`config.mk`:
```
export PLATFORM = sky130hd
export DESIGN_NAME = bcd_upcount_timer
export DESIGN_NICKNAME = d
export VERILOG_FILES = /design/src/rtl/bcd_upcount_timer.sv
export SDC_FILE = /design/constraint.sdc
export NUM_CORES = 1
export LEC_CHECK = 0
export ABC_AREA = 1
export CAP_MARGIN = 5
export CORE_UTILIZATION = 40
export CTS_BUF_LIST = sky130_fd_sc_hd__clkbuf_2
export CTS_CLUSTER_SIZE = 20
export DETAILED_ROUTE_END_ITERATION = 10
export GPL_ROUTABILITY_DRIVEN = 0
export PLACE_DENSITY = 0.74
export SYNTH_ARGS = -nofsm -noshare
export SYNTH_HDL_FRONTEND = slang
export SYNTH_SLANG_ARGS = --single-unit
export TNS_END_PERCENT = 20
```
`constraint.sdc`:
```
create_clock -name clock -period 3.37 [get_ports clock]
set_input_delay 1.011 -clock clock [delete_from_list [all_inputs] [get_ports clock]]
set_output_delay 1.011 -clock clock [all_outputs]
set_load 0.03 [all_outputs]
```
`src/rtl/bcd_upcount_timer.sv`:
```
// Two-digit BCD up-counting timer with IDLE/RUN/PAUSE/DONE control and optional wrap.
// Define BCD_TIMER_SEG_EN to drive the active-low seven-segment digit outputs.
module bcd_upcount_timer #(
  parameter int LIMIT = 59,
  parameter bit WRAP  = 1'b0
) (
  input  logic       clock,
  input  logic       reset,
  input  logic       tick_i,
  input  logic       start_i,
  input  logic       stop_i,
  input  logic       clear_i,
  output logic [3:0] ones_o,
  output logic [3:0] tens_o,
  output logic [6:0] count_bin_o,
  output logic [1:0] state_o,
  output logic       done_o,
  output logic       wrap_o,
  output logic [6:0] seg_ones_o,
  output logic [6:0] seg_tens_o
);

  typedef enum logic [1:0] {
    IDLE  = 2'd0,
    RUN   = 2'd1,
    PAUSE = 2'd2,
    DONE  = 2'd3
  } state_t;

  localparam logic [3:0] LIM_TENS = 4'(LIMIT / 10);
  localparam logic [3:0] LIM_ONES = 4'(LIMIT % 10);

  state_t     state_q, state_d;
  logic [3:0] ones_q, ones_d;
  logic [3:0] tens_q, tens_d;
  logic [6:0] bin_q, bin_d;
  logic       done_q;
  logic       wrap_q, wrap_d;
  logic       at_limit;
  logic       resume;

  assign at_limit = (tens_q == LIM_TENS) && (ones_q == LIM_ONES);
  // A simultaneous stop cancels a start outside RUN.
  assign resume   = start_i && !stop_i;

  always_comb begin
    state_d = state_q;
    ones_d  = ones_q;
    tens_d  = tens_q;
    bin_d   = bin_q;
    wrap_d  = 1'b0;
    if (clear_i) begin
      state_d = IDLE;
      ones_d  = 4'd0;
      tens_d  = 4'd0;
      bin_d   = 7'd0;
    end else begin
      case (state_q)
        IDLE: begin
          if (resume) state_d = RUN;
        end
        RUN: begin
          if (stop_i) begin
            state_d = PAUSE;
          end else if (tick_i) begin
            if (at_limit) begin
              if (WRAP) begin
                ones_d = 4'd0;
                tens_d = 4'd0;
                bin_d  = 7'd0;
                wrap_d = 1'b1;
              end else begin
                state_d = DONE;
              end
            end else begin
              bin_d = bin_q + 7'd1;
              if (ones_q == 4'd9) begin
                ones_d = 4'd0;
                tens_d = tens_q + 4'd1;
              end else begin
                ones_d = ones_q + 4'd1;
              end
            end
          end
        end
        PAUSE: begin
          if (resume) state_d = RUN;
        end
        DONE: begin
          if (resume) begin
            state_d = RUN;
            ones_d  = 4'd0;
            tens_d  = 4'd0;
            bin_d   = 7'd0;
          end
        end
        default: state_d = IDLE;
      endcase
    end
  end

  always_ff @(posedge clock or posedge reset) begin
    if (reset) begin
      state_q <= IDLE;
      ones_q  <= 4'd0;
      tens_q  <= 4'd0;
      bin_q   <= 7'd0;
      done_q  <= 1'b0;
      wrap_q  <= 1'b0;
    end else begin
      state_q <= state_d;
      ones_q  <= ones_d;
      tens_q  <= tens_d;
      bin_q   <= bin_d;
      done_q  <= (state_d == DONE);
      wrap_q  <= wrap_d;
    end
  end

  assign ones_o      = ones_q;
  assign tens_o      = tens_q;
  assign count_bin_o = bin_q;
  assign state_o     = state_q;
  assign done_o      = done_q;
  assign wrap_o      = wrap_q;

`ifdef BCD_TIMER_SEG_EN
  // Active-low, bit0 = segment a .. bit6 = segment g.
  function automatic logic [6:0] seg_decode(input logic [3:0] d);
    case (d)
      4'd0:    seg_decode = 7'h40;
      4'd1:    seg_decode = 7'h79;
      4'd2:    seg_decode = 7'h24;
      4'd3:    seg_decode = 7'h30;
      4'd4:    seg_decode = 7'h19;
      4'd5:    seg_decode = 7'h12;
      4'd6:    seg_decode = 7'h02;
      4'd7:    seg_decode = 7'h78;
      4'd8:    seg_decode = 7'h00;
      4'd9:    seg_decode = 7'h10;
      default: seg_decode = 7'h7F;
    endcase
  endfunction

  assign seg_ones_o = seg_decode(ones_q);
  assign seg_tens_o = seg_decode(tens_q);
`else
  assign seg_ones_o = 7'h7F;
  assign seg_tens_o = 7'h7F;
`endif

endmodule

```
==> results.md, run 1 <==
* DRC at 6
* IO Count at 39
* Fin crit share at 75.54%
* Power Dens Cells at 381.7 nW/um^2
* RSZ-0062 raised after global routing: false
* Clock Latency Late Sink at ~0.29 ns
* Min Tclk post-route at 2.546 ns
* Top-count cell post-synth: nand2_1
* Register area at approximately 450 sq um
* First-pass GRT wire length at roughly 3800 microns
* Required @ worst endpoint at between 2 and 2.5 ns
* Ys flop type: dfrtp_1
* Routed length per placed instance at around 10 microns
* Maximum root-to-sink buffer count at 2
* Distinct cells, synth at 23
* Synth Register Bits at 18
* Post-Syn Instances at roughly 170
* Initial antenna violation count at 0
* Final hold violation count at 0
* Peak VDD IR at approximately 210 uV
* Yosys Warn Count at 0
* CP Cell Sequence: clkdlybuf4s50_1
* Clk_skew at between 0.0015 and 0.002 ns
* Die ar. at roughly 3300 sq um
* Post-CTS setup buffers at 0
* Async S/R FF share, synth at 100.0%
* Clk pin slew, worst setup/hold paths at between 0.15 and 0.2 ns
* Number of flops mapped to enable cells by yosys at 0
* Worst-Margin Slew at 0.6912 ns
* Row Count at 19
* Drt pass-1 iters at 8
* Setup CP Type: flop to output pin
* Die height at about 57 microns
* H-tree levels at 1
* Synth-to-layout area growth at 17.15%
* DP Cell Count at roughly 220
* Ant diodes at 0
* Path category of the worst min-delay check: flop to flop
* Total gr overflow at 0
* Failing checks: design-rule violations
* Crit-path leading delay family: buffers and inverters
* Max cap viols at 0
* Slew Limit Fails at 0
* Crit path largest cell delay at between 0.7 and 0.8 ns
* CTS Buf Count at 3
* Setup TNS at 0 ns
* # resized after CTS at 0
* Chip Width at between 50 and 60 microns
* # fillers at about 280
* Synthesized area at around 1200 sq um
* CTS Hold Bufs at 0
* Area leader, netlist: dfrtp_1
* Mean post-synth cell area at approximately 7.3 sq um
* Starting density of the core at between 40% and 50%
* Sequential-to-total area share from yosys stat at approximately 37%
* GR Util All Layers at between 10% and 20%
* Share of cells above drive strength 1 at 7.368%
* # nets final at 203
* Crit path launch type: flop
* Initial DRC count at 23
* Multi-input gate area at around 610 sq um
* Finish-stage setup viols at 0
* Slowest CP cell: clkdlybuf4s50_1
* Arrival @ worst endpoint at about 1.5 ns
* Antenna violation net count after detailed routing at 0
* Via density at 4.661
* Post-DP HPWL at roughly 1700 microns
* Post-synth top area share at 36.96%
* Status: finished with violations
* WL final at between 2000 and 2500 microns
* Sink Count at 18
* Largest cells by area after synthesis: dfrtp_1 37%, nand2_1 15%, buf_4 9.2%
* Crit-path max FO at 8
* Final cell count without fillers at between 200 and 250
* Placeable core area at roughly 2800 sq um
* CTS root buf: clkbuf_2
* Fmax at between 0.3 and 0.4 GHz
* Slew headroom at between 50 and 60%
* Commonest cells in the synthesized netlist: 50 x nand2_1, 18 x dfrtp_1, 18 x inv_1
* Vias in the first global route at 867
* Port Buffers at 23
* CP bufs+invs at 1
* CTS tree: built
* Largest net degree at the start of global routing at 19
* Crit. End Element: output pin
* Routed via count at ~1.0k
* Leakage Power at 0.7280 nW
-- cell usage in the layout, fill, tap and decap left out --
cell,n
nor4_1,1
nor3_1,2
xor2_1,2
nand2_2,2
or2_2,1
clkbuf_2,3
ha_1,5
inv_1,18
a21oi_2,1
nand3b_1,1
nand3_4,1
inv_2,4
o211ai_1,1
clkdlybuf4s50_1,23
o21ai_1,8
conb_1,15
nand4_1,8
nor2_2,1
nand3_2,1
nor2_1,13
nand2_1,50
dfrtp_1,18
nand3_1,11
-- path summary, 6_finish.rpt --
path / startpoint / to / slack (ns) / depth (start not counted)
worst max-delay path: count_bin_o[0] / count_bin_o[0] / 0.82 / 1
worst min-delay path: count_bin_o[4] / count_bin_o[4] / 0.58 / 2
worst max register to register: ones_o[1] / ones_o[1] / 1.72 / 9
worst min register to register: count_bin_o[4] / count_bin_o[4] / 0.58 / 2
max in group asynchronous: reset / count_bin_o[4] / 1.84 / 2
min in group asynchronous: reset / count_bin_o[5] / 1.10 / 2
-- metrics by stage --
stage / worst slack (ns) / hold slack [ns] / util, % / total power, mW / instance area (sq um)
3_5_place_dp: 0.7417 / 0.5442 / 49.93 / 0.4619 / 1413
5_1_grt: 0.7431 / 0.6311 / 50.46 / 0.5858 / 1428
4_1_cts: 0.7882 / 0.5810 / 50.46 / 0.5513 / 1428
2_1_floorplan: 1.482 / 0.6805 / - / 0.4112 / 1267
3_3_place_gp: 0.8005 / 0.5393 / 49.93 / 0.4616 / 1413
6_report: 0.8244 / 0.5812 / 50.46 / 0.5449 / 1428
-- area by class of cell --
class | instances | area share [%]
clock buffers | 3 | 1.052
multi-input cells | 124 | 42.77
well taps | 31 | 2.717
inverters | 22 | 5.784
flip-flops and latches | 18 | 31.55
repair buffers | 23 | 16.13
-- metal layers --
layer  vias up  wire length (microns)  track usage [%]
met5         -                      0                0
met4         0                     10            5.226
met3         2                     83            2.041
met2        27                    974            22.69
met1       450                   1138            21.60
li1        551                      -                -
-- flip-flops by register name (all words and copies together) (netlist names) --
| name | cells |
|---|---|
| count_bin_o | 7 |
| done_o | 1 |
| ones_o | 4 |
| state_o | 2 |
| tens_o | 4 |
-- cell families after synthesis --
kind of cell	Yosys count	synth area share, %
AND/OR/NAND/NOR	92	34.29
XOR/XNOR	2	1.438
other	2	0.6162
adder cells (fa/ha/maj)	5	5.133
flip-flops	18	36.96
buffers and inverters	38	16.94
AO/OA/AOI/OAI	10	4.621
-- power breakdown --
group / internal (mW) / switching (mW)
Combinational: 0.0685 / 0.119
Sequential: 0.236 / 0.0322
Clock: 0.0243 / 0.0642
Total: 0.329 / 0.216
(Power assumes the default switching activity.)
==> inputs of run 2 (changes only) <==
- clock period: 3.37 -> 2.64 ns (I/O delays scaled with it)
==> run 2 against run 1 <==
The run still ends with design-rule violations left. Core utilization unchanged. First-iteration DRC count down 8.7%. Via count down 1.3%. Critical path type unchanged. Design area unchanged. Register-to-register slack worse by 0.72 ns.
==> results.md, run 2 (synthesis gave the netlist of run 1 again) <==
* Finish-stage setup viols at 0 (unchanged)
* Via density at 4.602 (-1.3%)
* Failing checks: design-rule violations
* GR Util All Layers at 14.77% (-0.096 points)
* Post-CTS setup buffers at 0 (unchanged)
* Min-delay src: count_bin_o[6]
* Ant diodes at 0 (unchanged)
* RSZ-0062 raised after global routing: false
* Crit-path leading delay family: buffers and inverters
* Path category of the worst min-delay check: flop to flop
* Initial DRC count at 21 (-8.7%)
* Register area at 450.4 sq um (unchanged)
* CP Depth at 1 (unchanged)
* CP bufs+invs at 1 (unchanged)
* Largest register FFs at 7 (unchanged)
* First-pass GRT wire length at 3801 microns (-0.91%)
* Die height at 57.20 microns (unchanged)
* Initial antenna violation count at 0 (unchanged)
* Post-DP HPWL at 1691 microns (+0.28%)
* Hold path depth at 2 (unchanged)
* CTS Buf Count at 3 (unchanged)
* Int Power at 0.4203 mW (+28%)
* Total gr overflow at 0 (unchanged)
* Slew headroom at 52.83% (-1.0 points)
* Vias in the first global route at 853 (-1.6%)
* Design area at 1428 sq um (unchanged)
* Arrival @ worst endpoint at 1.53 ns (about the same)
* Peak VDD IR at 272.0 uV (+28%)
* Routed via count at 1017 (-1.3%)
* Fmax at around 0.43 GHz
* Routed length per placed instance at 9.946 microns (-0.36%)
* Crit. End Element: output pin
* Final hold violation count at 0 (unchanged)
* # fillers at 289 (+2.5%)
* Placeable core area at 2829 sq um (unchanged)
* Psw at 0.2752 mW (+28%)
* CP Cell Sequence: clkdlybuf4s50_1
* Seq pwr share at 49.3% (about the same)
* Sink Count at 18 (unchanged)
* Max cap viols at 0 (unchanged)
* Clk_skew at 0.001438 ns (-0.0003598 ns)
* Number of cells on the worst reg-to-reg path at 9 (unchanged)
* Row Count at 19 (unchanged)
* Power Dens Cells at 487.1 nW/um^2 (+28%)
* Power share of the combinational group at 34.5% (about the same)
* # nets final at 203 (unchanged)
* FF-to-FF Start: ones_o[1]
* Port Buffers at 23 (unchanged)
* Crit path launch type: flop
* Setup TNS at 0 ns (unchanged)
* Setup CP Type: flop to output pin
* Synth-to-layout area growth at 17.15% (unchanged)
* Hold Path End: count_bin_o[6]
* Reg-to-reg endpoint: count_bin_o[4]
* Drt pass-1 iters at 8 (unchanged)
* Multi-input gate area at 610.6 sq um (unchanged)
* Min Tclk post-route at 2.322 ns
* Status: finished with violations
* Share of cells above drive strength 1 at 7.368% (unchanged)
* Sw Ratio at 39.57% (about the same)
* Starting density of the core at 43.08% (unchanged)
* Leading cell type in the layout, fill and taps excluded: nand2_1
* Clock Latency Late Sink at 0.29 ns (about the same)
* Commonest non-fill, non-tap cells in the layout: 50 x nand2_1, 23 x clkdlybuf4s50_1, 18 x inv_1, 18 x dfrtp_1, 15 x conb_1
* Flop-to-flop setup slack at 1.00 ns (-0.72 ns)
* DRC at 3 (-3)
* Chip Width at 57.20 microns (unchanged)
* Crit-path max FO at 8 (unchanged)
* Slew Limit Fails at 0 (unchanged)
* CTS tree: built
* Fin crit share at 87.95%
* H-tree levels at 1 (unchanged)
* Clk pin slew, worst setup/hold paths at 0.17 ns (about the same)
* WL final at 2198 microns (-0.36%)
* Required @ worst endpoint at 1.85 ns (-0.51 ns)
* Crit path largest cell delay at 0.72 ns (about the same)
* # resized after CTS at 0 (unchanged)
* Largest net degree at the start of global routing at 19 (unchanged)
* IO Count at 39 (unchanged)
* Hold WS at 0.5799 ns (-0.001292 ns)
* Placed cell area at 1413 sq um (unchanged)
* Antenna violation net count after detailed routing at 0 (unchanged)
* Maximum root-to-sink buffer count at 2 (unchanged)
* Clock share of power at 16.2% (about the same)
* Slowest CP cell: clkdlybuf4s50_1
* Die ar. at 3271 sq um (unchanged)
* Worst-Margin Slew at 0.7067 ns (+0.01555 ns)
* Leakage Power at 0.7280 nW (unchanged)
* CTS root buf: clkbuf_2
* CTS Hold Bufs at 0 (unchanged)
[run 2: area by class of cell]
class | count | share of cell area (%)
Timing Repair Buffer | 23 | 16.13
Multi-Input combinational cell | 124 | 42.77
Tap cell | 31 | 2.717
Clock buffer | 3 | 1.052
Inverter | 22 | 5.784
Sequential cell | 18 | 31.55
[run 2: how the worst max path moves through the flow]
stage	slack, ns	from	end
2_1_floorplan	0.97	stop_i	ones_o[2]
6_report	0.32	count_bin_o[0]	count_bin_o[0]
3_3_place_gp	0.29	clear_i	tens_o[2]
5_1_grt	0.23	count_bin_o[0]	count_bin_o[0]
4_1_cts	0.28	count_bin_o[0]	count_bin_o[0]
3_5_place_dp	0.23	clear_i	tens_o[3]
[run 2: through the flow]
| step | total power, mW | std cells | util [%] | setup WS (ns) |
|---|---|---|---|---|
| finish | 0.6955 | 221 | 50.46 | 0.3180 |
| global route | 0.7476 | 221 | 50.46 | 0.2305 |
| CTS | 0.7035 | 221 | 50.46 | 0.2778 |
| detailed placement | 0.5893 | 218 | 49.93 | 0.2335 |
| global placement | 0.5893 | 218 | 49.93 | 0.2897 |
| floorplan | 0.5249 | 180 | - | 0.9713 |
[run 2: power by group through the flow]
stage | combinational, mW | clock [mW] | sequential, mW
final | 0.240 | 0.113 | 0.343
after global routing | 0.266 | 0.132 | 0.350
after CTS | 0.242 | 0.118 | 0.344
after detailed placement | 0.241 | 0 | 0.349
after global placement | 0.241 | 0 | 0.349
after floorplan | 0.131 | 0 | 0.394
[run 2: routing by layer]
metal / track usage (%) / vias up / wire [microns] / part of all wire [%]
li1: - / 546 / - / -
met1: 21.60 / 443 / 1133 / 52
met2: 22.35 / 26 / 971 / 44
met3: 2.041 / 2 / 83 / 3.8
met4: 5.226 / 0 / 10 / 0.45
met5: 0 / - / 0 / 0
[run 2: worst reg2reg max path: stages, from the launching register on]
cell and delay, ns:
dfrtp_1 0.46, inv_1 0.09, ha_1 0.14, nand3_1 0.15
nor2_1 0.22, nand2_2 0.10, nand3_4 0.17, inv_2 0.11
nand2_1 0.07, o21ai_1 0.05
==> inputs of run 3 (changes only) <==
- CORE_UTILIZATION: 40 -> 48
- PLACE_DENSITY: 0.74 -> 0.86
==> run 3 against run 2 <==
The flow now finishes without violations. Design area did not move. Combinational power rose by 2%. Fmax rose by 0.15%. Cell count fell by 0.90%. Critical path depth did not move. Flip-flop and latch count did not move. Non-clock buffer count did not move. Sequential share of layout area did not move. Core utilization rose by 12 points. Clock-buffer cell count did not move. Worst setup slack improved by 0.0035 ns.
==> results.md, run 3 (synthesis gave the netlist of run 1 again) <==
* CP Cell Sequence: clkdlybuf4s50_1
* CTS Hold Bufs at 0 (unchanged)
* IO Count at 39 (unchanged)
* Hold WS at 0.5835 ns (+0.003580 ns)
* Crit. End Element: output pin
* # nets final at 203 (unchanged)
* Peak VDD IR at 322.9 uV (+19%)
* Post-place setup slack at 0.2472 ns (+0.01364 ns)
* Routed via count at 1074 (+5.6%)
* Max cap viols at 0 (unchanged)
* Clk_skew at 0.005253 ns (+0.003816 ns)
* Via density at 4.904 (+6.6%)
* Final WS setup at 0.3216 ns (+0.003549 ns)
* Int Power at 0.4233 mW (+0.72%)
* CTS root buf: clkbuf_2
* RSZ-0062 raised after global routing: false
* Finish-stage setup viols at 0 (unchanged)
* Die height at 52.39 microns (-8.4%)
* Status: finished clean
* Share of cells above drive strength 1 at 7.330% (-0.039 points)
* Post-CTS setup buffers at 0 (unchanged)
* Chip Width at 52.39 microns (-8.4%)
* Clock Latency Late Sink at 0.29 ns (about the same)
* Largest net degree at the start of global routing at 19 (unchanged)
* Power share of the combinational group at 34.7% (+0.2 points)
* Clk pin slew, worst setup/hold paths at 0.18 ns (about the same)
* Starting density of the core at 53.05% (+10 points)
* Ant diodes at 0 (unchanged)
* Largest register FFs at 7 (unchanged)
* # fillers at 203 (-30%)
* Crit-path max FO at 8 (unchanged)
* Row Count at 17 (-2)
* Port Buffers at 23 (unchanged)
* Crit-path leading delay family: buffers and inverters
* Drt pass-1 iters at 4 (-4)
* Sink Count at 18 (unchanged)
* Initial antenna violation count at 0 (unchanged)
* Sw Ratio at 40.07% (+0.50 points)
* CP bufs+invs at 1 (unchanged)
* Required @ worst endpoint at 1.85 ns (about the same)
* Slowest CP cell: clkdlybuf4s50_1
* Maximum root-to-sink buffer count at 2 (unchanged)
* Antenna violation net count after detailed routing at 0 (unchanged)
* Leading cell type in the layout, fill and taps excluded: nand2_1
* Min Tclk post-route at 2.318 ns (-0.003549 ns)
* Psw at 0.2831 mW (+2.9%)
* Synth-to-layout area growth at 17.15% (unchanged)
* Clock share of power at 16.7% (+0.5 points)
* GR Util All Layers at 19.65% (+4.9 points)
* First-pass GRT wire length at 4064 microns (+6.9%)
* Crit path launch type: flop
* Final hold violation count at 0 (unchanged)
* Initial DRC count at 24 (+14%)
* Post-DP HPWL at 1862 microns (+10%)
* Fin crit share at 87.82% (-0.13 points)
* Total gr overflow at 0 (unchanged)
* Leakage Power at 0.7296 nW (+0.22%)
* CTS Buf Count at 3 (unchanged)
* Pwr Total at 0.7064 mW (+1.6%)
* Fmax at 0.4313 GHz (+0.15%)
* Commonest non-fill, non-tap cells in the layout: 50 x nand2_1, 23 x clkdlybuf4s50_1, 18 x inv_1, 18 x dfrtp_1, 15 x conb_1
* # resized after CTS at 0 (unchanged)
* WL final at 2334 microns (+6.2%)
* Seq pwr share at 48.6% (-0.7 points)
* Die ar. at 2744 sq um (-16%)
* Crit path largest cell delay at 0.72 ns (about the same)
* DRC at 0 (-3)
* Power Dens Cells at 494.8 nW/um^2 (+1.6%)
* Setup TNS at 0 ns (unchanged)
* Slew headroom at 54.51% (+1.7 points)
* H-tree levels at 1 (unchanged)
* Placeable core area at 2297 sq um (-19%)
* Vias in the first global route at 941 (+10%)
* Slew Limit Fails at 0 (unchanged)
* Arrival @ worst endpoint at 1.53 ns (about the same)
* Path category of the worst min-delay check: flop to flop
* Setup CP Type: flop to output pin
* CTS tree: built
* Routed length per placed instance at 10.66 microns (+7.2%)
* Worst-Margin Slew at 0.6817 ns (-0.02503 ns)
run 3: changes by cell type in the layout (fill, tap and decap cells not counted), sizes merged:
cell and change:
clkinv +1
run 3: power by group through the flow:
stage / Clock, mW / Combinational, mW / Sequential [mW]
CTS: 0.123 / 0.247 / 0.343
detailed placement: 0 / 0.246 / 0.348
global placement: 0 / 0.241 / 0.346
global route: 0.139 / 0.270 / 0.348
floorplan: 0 / 0.131 / 0.394
finish: 0.118 / 0.245 / 0.343
run 3: routing by layer:
metal,vias to the layer above,share of wire (%),track usage [%]
li1,552,-,-
met1,489,44,25.45
met2,31,51,33.76
met3,2,4.3,4.638
met4,0,0.39,2.632
met5,-,0,0
run 3: final timing paths:
path	startpoint	to	slack (ns)	cells past startpoint
setup / recovery	count_bin_o[0]	count_bin_o[0]	0.32	1
hold reg to reg	count_bin_o[6]	count_bin_o[6]	0.58	2
setup reg to reg	ones_o[1]	count_bin_o[4]	1.00	9
min in group asynchronous	reset	tens_o[3]	0.87	2
hold / removal	count_bin_o[6]	count_bin_o[6]	0.58	2
max in group asynchronous	reset	count_bin_o[4]	1.34	2
run 3: stage by stage:
stage	utilization [%]	cell area, sq um	cells
after floorplan	-	1267	180
after global placement	61.33	1409	215
after detailed placement	61.33	1409	215
after CTS	62.15	1428	219
after global routing	62.15	1428	219
final	62.15	1428	219
run 3: final cells by class:
cell class / count / area, sq um / share of cell area [%]
multi-input combinational: 124 / 610.6 / 42.77
inverter: 22 / 82.58 / 5.784
timing repair buffer: 23 / 230.2 / 16.13
tap: 28 / 35.03 / 2.454
clock inverter: 1 / 3.754 / 0.2629
clock buffer: 3 / 15.01 / 1.052
sequential: 18 / 450.4 / 31.55
